[src/rtl/learn_sequencer_pkg.sv]
// learn_pkg: shared constants, FSM state encoding and arithmetic helpers
// for the bit-prediction learning sequencer.
//   N_W_DEF      number of weights / history depth
//   W_BITS_DEF   signed weight width (FRAC fractional bits)
//   ETA_DEF      update step in weight LSBs
//   GAMMA_SQ_DEF norm-squared threshold, 2*FRAC fractional bits
package learn_pkg;

    localparam int N_W_DEF      = 20;
    localparam int W_BITS_DEF   = 10;
    localparam int FRAC         = 5;
    localparam int ETA_DEF      = 2;
    localparam int GAMMA_SQ_DEF = 2025;

    typedef enum logic [2:0] {
        IDLE,
        UPD,
        SHF,
        NRM,
        CHK,
        SCL,
        PRD,
        FIN
    } state_t;

    // Bit-to-sign map: 0 -> +1, 1 -> -1.
    function automatic int s_of(input logic b);
        return b ? -1 : 1;
    endfunction

    // a + b clamped to the two's complement range of a w_bits-wide word.
    function automatic int sat_add(input int a, input int b, input int w_bits);
        int sum;
        int hi;
        int lo;
        int res;
        sum = a + b;
        hi  = (1 << (w_bits - 1)) - 1;
        lo  = -(1 << (w_bits - 1));
        if (sum > hi)
            res = hi;
        else if (sum < lo)
            res = lo;
        else
            res = sum;
        return res;
    endfunction

endpackage

[src/rtl/learn_sequencer_if.sv]
// learn_sequencer_if: event input and prediction output bundle.
//   bit_valid/bit_in   new debounced input bit (master -> slave)
//   busy               sequencer is mid-pass
//   pred/pred_valid    predicted next bit and its one-cycle update strobe
//   led                saturating hit count
//   ovf                sticky dropped-event flag
interface learn_sequencer_if;
    import learn_pkg::*;

    logic       bit_valid;
    logic       bit_in;
    logic       busy;
    logic       pred;
    logic       pred_valid;
    logic [7:0] led;
    logic       ovf;

    modport master (
        output bit_valid, bit_in,
        input  busy, pred, pred_valid, led, ovf
    );

    modport slave (
        input  bit_valid, bit_in,
        output busy, pred, pred_valid, led, ovf
    );

endinterface

[src/rtl/learn_sequencer_weight_bank.sv]
// weight_bank: N_W x W_BITS signed register file, reset to zero.
//   i_clk, i_rst  clock, synchronous active-high reset
//   i_idx         shared read/write address
//   i_we, i_wdata synchronous write port
//   o_rdata       combinational read port
module weight_bank
    import learn_pkg::*;
#(
    parameter int N_W      = N_W_DEF,
    parameter int W_BITS   = W_BITS_DEF,
    parameter int IDX_BITS = $clog2(N_W)
) (
    input  logic                       i_clk,
    input  logic                       i_rst,
    input  logic [IDX_BITS-1:0]        i_idx,
    input  logic                       i_we,
    input  logic signed [W_BITS-1:0]   i_wdata,
    output logic signed [W_BITS-1:0]   o_rdata
);

    logic signed [W_BITS-1:0] r_mem [N_W];

    always_ff @(posedge i_clk) begin
        if (i_rst) begin
            for (int unsigned i = 0; i < N_W; i++)
                r_mem[i] <= '0;
        end else if (i_we) begin
            r_mem[i_idx] <= i_wdata;
        end
    end

    assign o_rdata = r_mem[i_idx];

endmodule

[src/rtl/learn_sequencer.sv]
// learn_sequencer: serial learn-and-predict engine. Each accepted bit runs
// UPD -> SHF -> NRM -> CHK -> (SCL) -> PRD -> FIN, one weight per clock.
//   CLOCK_50  system clock
//   rst       synchronous active-high reset; aborts any pass
//   bus       learn_sequencer_if slave: bit_valid/bit_in in,
//             busy/pred/pred_valid/led/ovf out
module learn_sequencer
    import learn_pkg::*;
#(
    parameter int N_W      = N_W_DEF,
    parameter int W_BITS   = W_BITS_DEF,
    parameter int ETA      = ETA_DEF,
    parameter int GAMMA_SQ = GAMMA_SQ_DEF
) (
    input  logic               CLOCK_50,
    input  logic               rst,
    learn_sequencer_if.slave   bus
);

    localparam int IDX_BITS = $clog2(N_W);
    localparam logic [IDX_BITS-1:0] IDX_LAST = IDX_BITS'(N_W - 1);

    state_t                     r_state;
    state_t                     w_state_nxt;
    logic [IDX_BITS-1:0]        r_idx;
    logic [N_W-1:0]             r_xh;
    logic                       r_xin;
    logic                       r_hit;
    logic                       r_pred;
    logic                       r_pred_valid;
    logic [7:0]                 r_led;
    logic                       r_ovf;
    logic [23:0]                r_acc;
    logic signed [14:0]         r_y;

    logic signed [W_BITS-1:0]   w_rd;
    logic signed [W_BITS-1:0]   w_wd;
    logic                       w_we;
    logic                       w_last;
    logic                       w_hit_now;
    logic signed [2*W_BITS-1:0] w_rd_ext;
    logic signed [2*W_BITS-1:0] w_sq;
    logic signed [14:0]         w_term;

    weight_bank #(
        .N_W      (N_W),
        .W_BITS   (W_BITS),
        .IDX_BITS (IDX_BITS)
    ) u_bank (
        .i_clk   (CLOCK_50),
        .i_rst   (rst),
        .i_idx   (r_idx),
        .i_we    (w_we),
        .i_wdata (w_wd),
        .o_rdata (w_rd)
    );

    assign w_last    = (r_idx == IDX_LAST);
    assign w_hit_now = (bus.bit_in == r_pred);
    assign w_rd_ext  = w_rd;
    assign w_sq      = w_rd_ext * w_rd_ext;
    assign w_term    = r_xh[r_idx] ? -15'(w_rd) : 15'(w_rd);

    always_comb begin
        w_state_nxt = r_state;
        w_we        = 1'b0;
        w_wd        = w_rd;
        unique case (r_state)
            IDLE: if (bus.bit_valid) w_state_nxt = UPD;
            UPD: begin
                // History still holds the pre-shift bits here.
                w_we = !r_hit;
                w_wd = W_BITS'(sat_add(int'(w_rd),
                                       ETA * s_of(r_xin) * s_of(r_xh[r_idx]),
                                       W_BITS));
                if (w_last) w_state_nxt = SHF;
            end
            SHF: w_state_nxt = NRM;
            NRM: if (w_last) w_state_nxt = CHK;
            CHK: w_state_nxt = (r_acc > 24'(GAMMA_SQ)) ? SCL : PRD;
            SCL: begin
                w_we = 1'b1;
                w_wd = w_rd >>> 1;
                if (w_last) w_state_nxt = PRD;
            end
            PRD: if (w_last) w_state_nxt = FIN;
            FIN: w_state_nxt = IDLE;
            default: w_state_nxt = IDLE;
        endcase
    end

    always_ff @(posedge CLOCK_50) begin
        if (rst) begin
            r_state      <= IDLE;
            r_idx        <= '0;
            r_xh         <= '0;
            r_xin        <= 1'b0;
            r_hit        <= 1'b0;
            r_pred       <= 1'b0;
            r_pred_valid <= 1'b0;
            r_led        <= '0;
            r_ovf        <= 1'b0;
            r_acc        <= '0;
            r_y          <= '0;
        end else begin
            r_state      <= w_state_nxt;
            r_pred_valid <= 1'b0;

            // idx sweeps 0..N_W-1 in each serial phase and sits at 0 elsewhere,
            // so every phase starts from weight 0.
            if (r_state inside {UPD, NRM, SCL, PRD})
                r_idx <= w_last ? '0 : r_idx + 1'b1;
            else
                r_idx <= '0;

            if (bus.bit_valid && r_state != IDLE)
                r_ovf <= 1'b1;

            case (r_state)
                IDLE: begin
                    if (bus.bit_valid) begin
                        r_xin <= bus.bit_in;
                        r_hit <= w_hit_now;
                        if (w_hit_now && r_led != '1)
                            r_led <= r_led + 1'b1;
                    end
                end
                SHF: begin
                    r_xh  <= {r_xh[N_W-2:0], r_xin};
                    r_acc <= '0;
                end
                NRM: r_acc <= r_acc + 24'($unsigned(w_sq));
                // y is cleared here since both SCL and PRD follow CHK.
                CHK: r_y <= '0;
                PRD: r_y <= r_y + w_term;
                FIN: begin
                    r_pred       <= (r_y < 0);
                    r_pred_valid <= 1'b1;
                end
                default: ;
            endcase
        end
    end

    assign bus.busy       = (r_state != IDLE);
    assign bus.pred       = r_pred;
    assign bus.pred_valid = r_pred_valid;
    assign bus.led        = r_led;
    assign bus.ovf        = r_ovf;

endmodule
[src/flat_wrapper.sv]
// flat-port wrapper written by rule: the top's interface ports become plain ports
module learn_sequencer_flat import learn_pkg::*;
#(
    parameter int N_W      = N_W_DEF,
    parameter int W_BITS   = W_BITS_DEF,
    parameter int ETA      = ETA_DEF,
    parameter int GAMMA_SQ = GAMMA_SQ_DEF
)
  (CLOCK_50, rst, bus_bit_valid, bus_bit_in, bus_busy, bus_pred, bus_pred_valid, bus_led, bus_ovf);
  learn_sequencer_if bus_i ();
  input  logic CLOCK_50;
  input  logic rst;
  input wire logic [$bits(bus_i.bit_valid)-1:0] bus_bit_valid;
  input wire logic [$bits(bus_i.bit_in)-1:0] bus_bit_in;
  output wire logic [$bits(bus_i.busy)-1:0] bus_busy;
  output wire logic [$bits(bus_i.pred)-1:0] bus_pred;
  output wire logic [$bits(bus_i.pred_valid)-1:0] bus_pred_valid;
  output wire logic [$bits(bus_i.led)-1:0] bus_led;
  output wire logic [$bits(bus_i.ovf)-1:0] bus_ovf;
  assign bus_i.bit_valid = bus_bit_valid;
  assign bus_i.bit_in = bus_bit_in;
  assign bus_busy = bus_i.busy;
  assign bus_pred = bus_i.pred;
  assign bus_pred_valid = bus_i.pred_valid;
  assign bus_led = bus_i.led;
  assign bus_ovf = bus_i.ovf;
  learn_sequencer #(.N_W(N_W), .W_BITS(W_BITS), .ETA(ETA), .GAMMA_SQ(GAMMA_SQ)) u_core (.CLOCK_50(CLOCK_50), .rst(rst), .bus(bus_i));
endmodule
[config.mk]
export PLATFORM = sky130hd
export DESIGN_NAME = learn_sequencer_flat
export DESIGN_NICKNAME = d
export VERILOG_FILES = /design/src/rtl/learn_sequencer_pkg.sv /design/src/rtl/learn_sequencer_if.sv /design/src/rtl/learn_sequencer_weight_bank.sv /design/src/rtl/learn_sequencer.sv /design/src/flat_wrapper.sv
export SDC_FILE = /design/constraint.sdc
export NUM_CORES = 1
export LEC_CHECK = 0
export ABC_AREA = 1
export BUFFER_PORTS_ARGS = -buffer_cell sky130_fd_sc_hd__buf_2
export CORE_MARGIN = 2
export CORE_UTILIZATION = 46
export DETAILED_ROUTE_END_ITERATION = 8
export HOLD_SLACK_MARGIN = 0.15
export RECOVER_POWER = 50
export SYNTH_ARGS = -nofsm -noshare
export SYNTH_HDL_FRONTEND = slang
export SYNTH_SLANG_ARGS = --single-unit
[constraint.sdc]
create_clock -name CLOCK_50 -period 7.8 [get_ports CLOCK_50]
set_input_delay 0.39 -clock CLOCK_50 [delete_from_list [all_inputs] [get_ports CLOCK_50]]
set_output_delay 0.39 -clock CLOCK_50 [all_outputs]
set_load 0.1 [all_outputs]
==> run_results.csv <==
group,metric,value,unit
floorplan,initial_cell_density_of_the_core,0.465,
synth,synth-compound-area-share,0.108,
synth,postSynth.topFlopCell,"sky130_fd_sc_hd__edfxtp_1",
route,average_detailed_routed_wire_length_per_instance,18.4,um
critical_path,setup.worst_path.class,"reg2reg",
clocking,clock_path_buffers,3,
route,routed_wire_length,66.6,mm
finish,layout-drive-gt1-share,0.117,
finish,diodes,0,
sta,final-max-slew-violation-count,0,
route,highest_layer,"met4",
floorplan,floorplan.rows,84,
synth,yosys.area_share.adder,0.125,
critical_path,worst_path_max_delay_cell,"sky130_fd_sc_hd__fa_1",
critical_path,r2r_slack,340,ps
route,via_count,19600,
clocking,worst_skew_late_latency,600,ps
synth,synth_fp_nets,3049,
place,total_half_perimeter_wirelength_after_legalization_and_detailed_placement,44.9,mm
critical_path,path_max_fanout,34,
synth,synth_xor_area_frac,0.0143,
floorplan,die_h,234,um
sta,worst_clock_skew,47.8,ps
grt,grt_first_pass_wirelength,103,mm
critical_path,cp_data_required_time,8260,ps
sta,setup_repair_after_global_routing_missed_its_margin,"yes",
sta,min_period,7460,ps
critical_path,critPathMostFrequentCell,"sky130_fd_sc_hd__nand2_1",
synth,synth_top_family_by_area,"simple AND/OR/NAND/NOR gates",
critical_path,worst_ep_arrival_time,7910,ps
sta,setup_violations,0,
finish,regArea,11200,um^2
synth,postSynthCellCount,2853,
sta,max-slew-margin-rel,0.222,
grt,grtUsageTotal,0.240,
finish,multi_input_area,11300,um^2
clocking,path_clk_slew,60,ps
clocking,numCtsBuffers,46,
floorplan,fp.dieArea,55000,um^2
grt,first_global_vias,18600,
place,routabilityCongestion,0.926,
hold_path,hold_class,"in2reg",
finish,layout.filler_cells,4824,
synth,synthesis.area,24400,um^2
synth,synth_async_sr_flop_share,0,
synth,synth-seq-area-share,0.459,
sta,post-route-period-util,0.956,
critical_path,worstSetupEndpointType,"flip-flop",
grt,antenna_found_initial,0,
route,first_pass_iteration_count_of_the_detailed_router,5,
synth,ys_seq_elements,400,
route,post_route_antenna_net_violation_count,0,
clocking,cts-htree-levels,2,
route,drcViolationCount,0,
route,detail_routed_via_count_per_cell,5.41,
critical_path,ff2ff_path_depth,38,
clocking,tritoncts,"yes",
grt,largest_net_degree_at_the_start_of_global_routing,55,
job,max_cap_violation_count,0,
floorplan,dieWidth,234,um
synth,synth_cell_types,52,
hold_path,min_delay_path_depth,3,
place,place.port_buffers,15,
grt,globalRoute.totalOverflow,0,
clocking,cts-root-buf,"sky130_fd_sc_hd__clkbuf_16",
finish,final_cells,3618,
synth,synth_edf_count,320,
floorplan,floorplan.io_pins,16,
synth,post_synthesis_share_of_cell_area_spent_on_and_or_nand_and_nor_gates,0.202,
finish,nets,3091,
synth,yosys-mux-area-fraction,0,
sta,report.final.hold_viol_count,0,
route,dr_wl_met2,31.0,mm
finish,syn2layout_area_growth,13.4,%
place,placed_cells,3512,
critical_path,critical-path-max-stage-delay,570,ps
finish,postLayoutCoreUtil,0.527,
clocking,cts.sinks,400,
sta,worst_slew_pin_slew,1170,ps
floorplan,core,52600,um^2
sta,clock.fmax,134,MHz
route,wirelength_met1,29.2,mm
synth,synth.avg_cell_area,8.56,um^2
synth,synth.yosys.warnings,0,
route,met3_wirelength,4.63,mm
run_status,run_status,"finished, final reports clean",
critical_path,worstSetupStartpointType,"flip-flop",
route,dr.first_iter.drc_count,1677,
[metal layers]
layer  track usage  up-vias
met4        0.0717        0
met2         0.388      615
met1         0.337     9501
li1              -     9340
met5             0        -
met3        0.0320      112
[cells in the final DEF, fill, tap and decap left out, types with 53 or more instances in the layout]
master | Yosys | layout
sky130_fd_sc_hd__a21oi_1 | 163 | 150
sky130_fd_sc_hd__nor2_1 | 394 | 386
sky130_fd_sc_hd__a21oi_2 | 41 | 53
sky130_fd_sc_hd__fa_1 | 87 | 85
sky130_fd_sc_hd__edfxtp_1 | 320 | 320
sky130_fd_sc_hd__nand2_1 | 664 | 646
sky130_fd_sc_hd__o21ai_0 | 137 | 120
sky130_fd_sc_hd__clkbuf_16 | 0 | 54
sky130_fd_sc_hd__nand3_1 | 101 | 101
sky130_fd_sc_hd__ha_1 | 105 | 96
sky130_fd_sc_hd__dfxtp_1 | 80 | 75
sky130_fd_sc_hd__inv_1 | 372 | 370
sky130_fd_sc_hd__o21ai_1 | 50 | 62
sky130_fd_sc_hd__buf_4 | 11 | 90
[kinds of logic after synthesis]
group | Yosys count
simple gates | 1230
buf+inv | 529
compound gates | 462
flops | 400
fa+ha+maj | 192
xor+xnor | 40
[layout make-up]
type	count	share of cell area
multi-input cells	1924	0.408
flip-flops and latches	400	0.405
inverters	388	0.0529
repair buffers	135	0.0499
clock buffers	61	0.0455
well taps	688	0.0311
clock inverters	22	0.00795
[repair_timing]
item                       CTS  global route
setup buffers                0            14
resized for setup            0            98
setup endpoints to repair    0            13
hold buffers                 2             0
hold endpoints to repair     3             0
[worst max-delay path, delay by kind of cell, from the launching register on]
kind | cells | cell delay (ps)
AOI/OAI and AO/OA | 6 | 620
buffers and inverters | 7 | 770
xor gates and xnor gates | 1 | 190
DFF | 1 | 450
and+or+nand+nor | 17 | 2100
adders and majority gates | 7 | 3230
[sequential cells by signal, summed over array words and instances, names as in the netlist, 3 cells and up]
name	cells
u_core.r_acc	24
u_core.bus.led	8
u_core.r_idx	5
u_core.r_y	15
u_core.r_state	3
u_core.u_bank.r_mem	320
u_core.r_xh	20
[cells in the mapped netlist, types with 4 or more instances]
cell type / count / share of area
sky130_fd_sc_hd__o2111ai_1: 5 / 0.0018
sky130_fd_sc_hd__inv_1: 372 / 0.057
sky130_fd_sc_hd__buf_4: 11 / 0.0034
sky130_fd_sc_hd__nand2_2: 8 / 0.0020
sky130_fd_sc_hd__nand4_1: 11 / 0.0028
sky130_fd_sc_hd__nor2_1: 394 / 0.061
sky130_fd_sc_hd__nand3_1: 101 / 0.021
sky130_fd_sc_hd__dfxtp_1: 80 / 0.066
sky130_fd_sc_hd__a31oi_1: 7 / 0.0018
sky130_fd_sc_hd__o211ai_1: 4 / 0.0012
sky130_fd_sc_hd__o22ai_1: 24 / 0.0061
sky130_fd_sc_hd__ha_1: 105 / 0.054
sky130_fd_sc_hd__a21oi_1: 163 / 0.033
sky130_fd_sc_hd__fa_1: 87 / 0.071
sky130_fd_sc_hd__xnor2_1: 11 / 0.0039
sky130_fd_sc_hd__buf_2: 54 / 0.011
sky130_fd_sc_hd__edfxtp_1: 320 / 0.39
sky130_fd_sc_hd__o21bai_1: 6 / 0.0018
sky130_fd_sc_hd__or2_2: 7 / 0.0018
sky130_fd_sc_hd__clkbuf_1: 54 / 0.0083
sky130_fd_sc_hd__nor3_1: 18 / 0.0037
sky130_fd_sc_hd__a21oi_2: 41 / 0.015
sky130_fd_sc_hd__inv_2: 13 / 0.0020
sky130_fd_sc_hd__a21o_1: 5 / 0.0015
sky130_fd_sc_hd__buf_6: 20 / 0.0092
sky130_fd_sc_hd__nand2_1: 664 / 0.10
sky130_fd_sc_hd__xor2_1: 29 / 0.010
sky130_fd_sc_hd__o21ai_1: 50 / 0.010
sky130_fd_sc_hd__nor4_1: 10 / 0.0026
sky130_fd_sc_hd__a22o_1: 4 / 0.0014
sky130_fd_sc_hd__nor2_2: 7 / 0.0018
sky130_fd_sc_hd__o21ai_0: 137 / 0.028
[path summary, 6_finish.rpt]
check | start | endpoint
min reg2reg | u_core.r_acc[0]$_SDFFE_PP0P_ | u_core.r_acc[0]$_SDFFE_PP0P_
max reg2reg | u_core.r_idx[0]$_SDFF_PP0_ | u_core.r_acc[22]$_SDFFE_PP0P_
max | u_core.r_idx[0]$_SDFF_PP0_ | u_core.r_acc[22]$_SDFFE_PP0P_
min | rst | u_core.bus.ovf$_SDFFE_PP0P_
[through the flow]
stage	hold slack, ps	area [um^2]	setup TNS (ps)	setup slack [ps]
global route	424	27700	-89.5	-35.8
finish	408	27700	0	342
CTS	389	27100	0	9.28
global placement	445	25600	0	117
floorplan	438	24400	0	312
detailed placement	457	25600	0	13.8
Power is left out: the tool's default activity adds up to more than one toggle a clock period on the data nets, which glitch-free logic cannot reach.
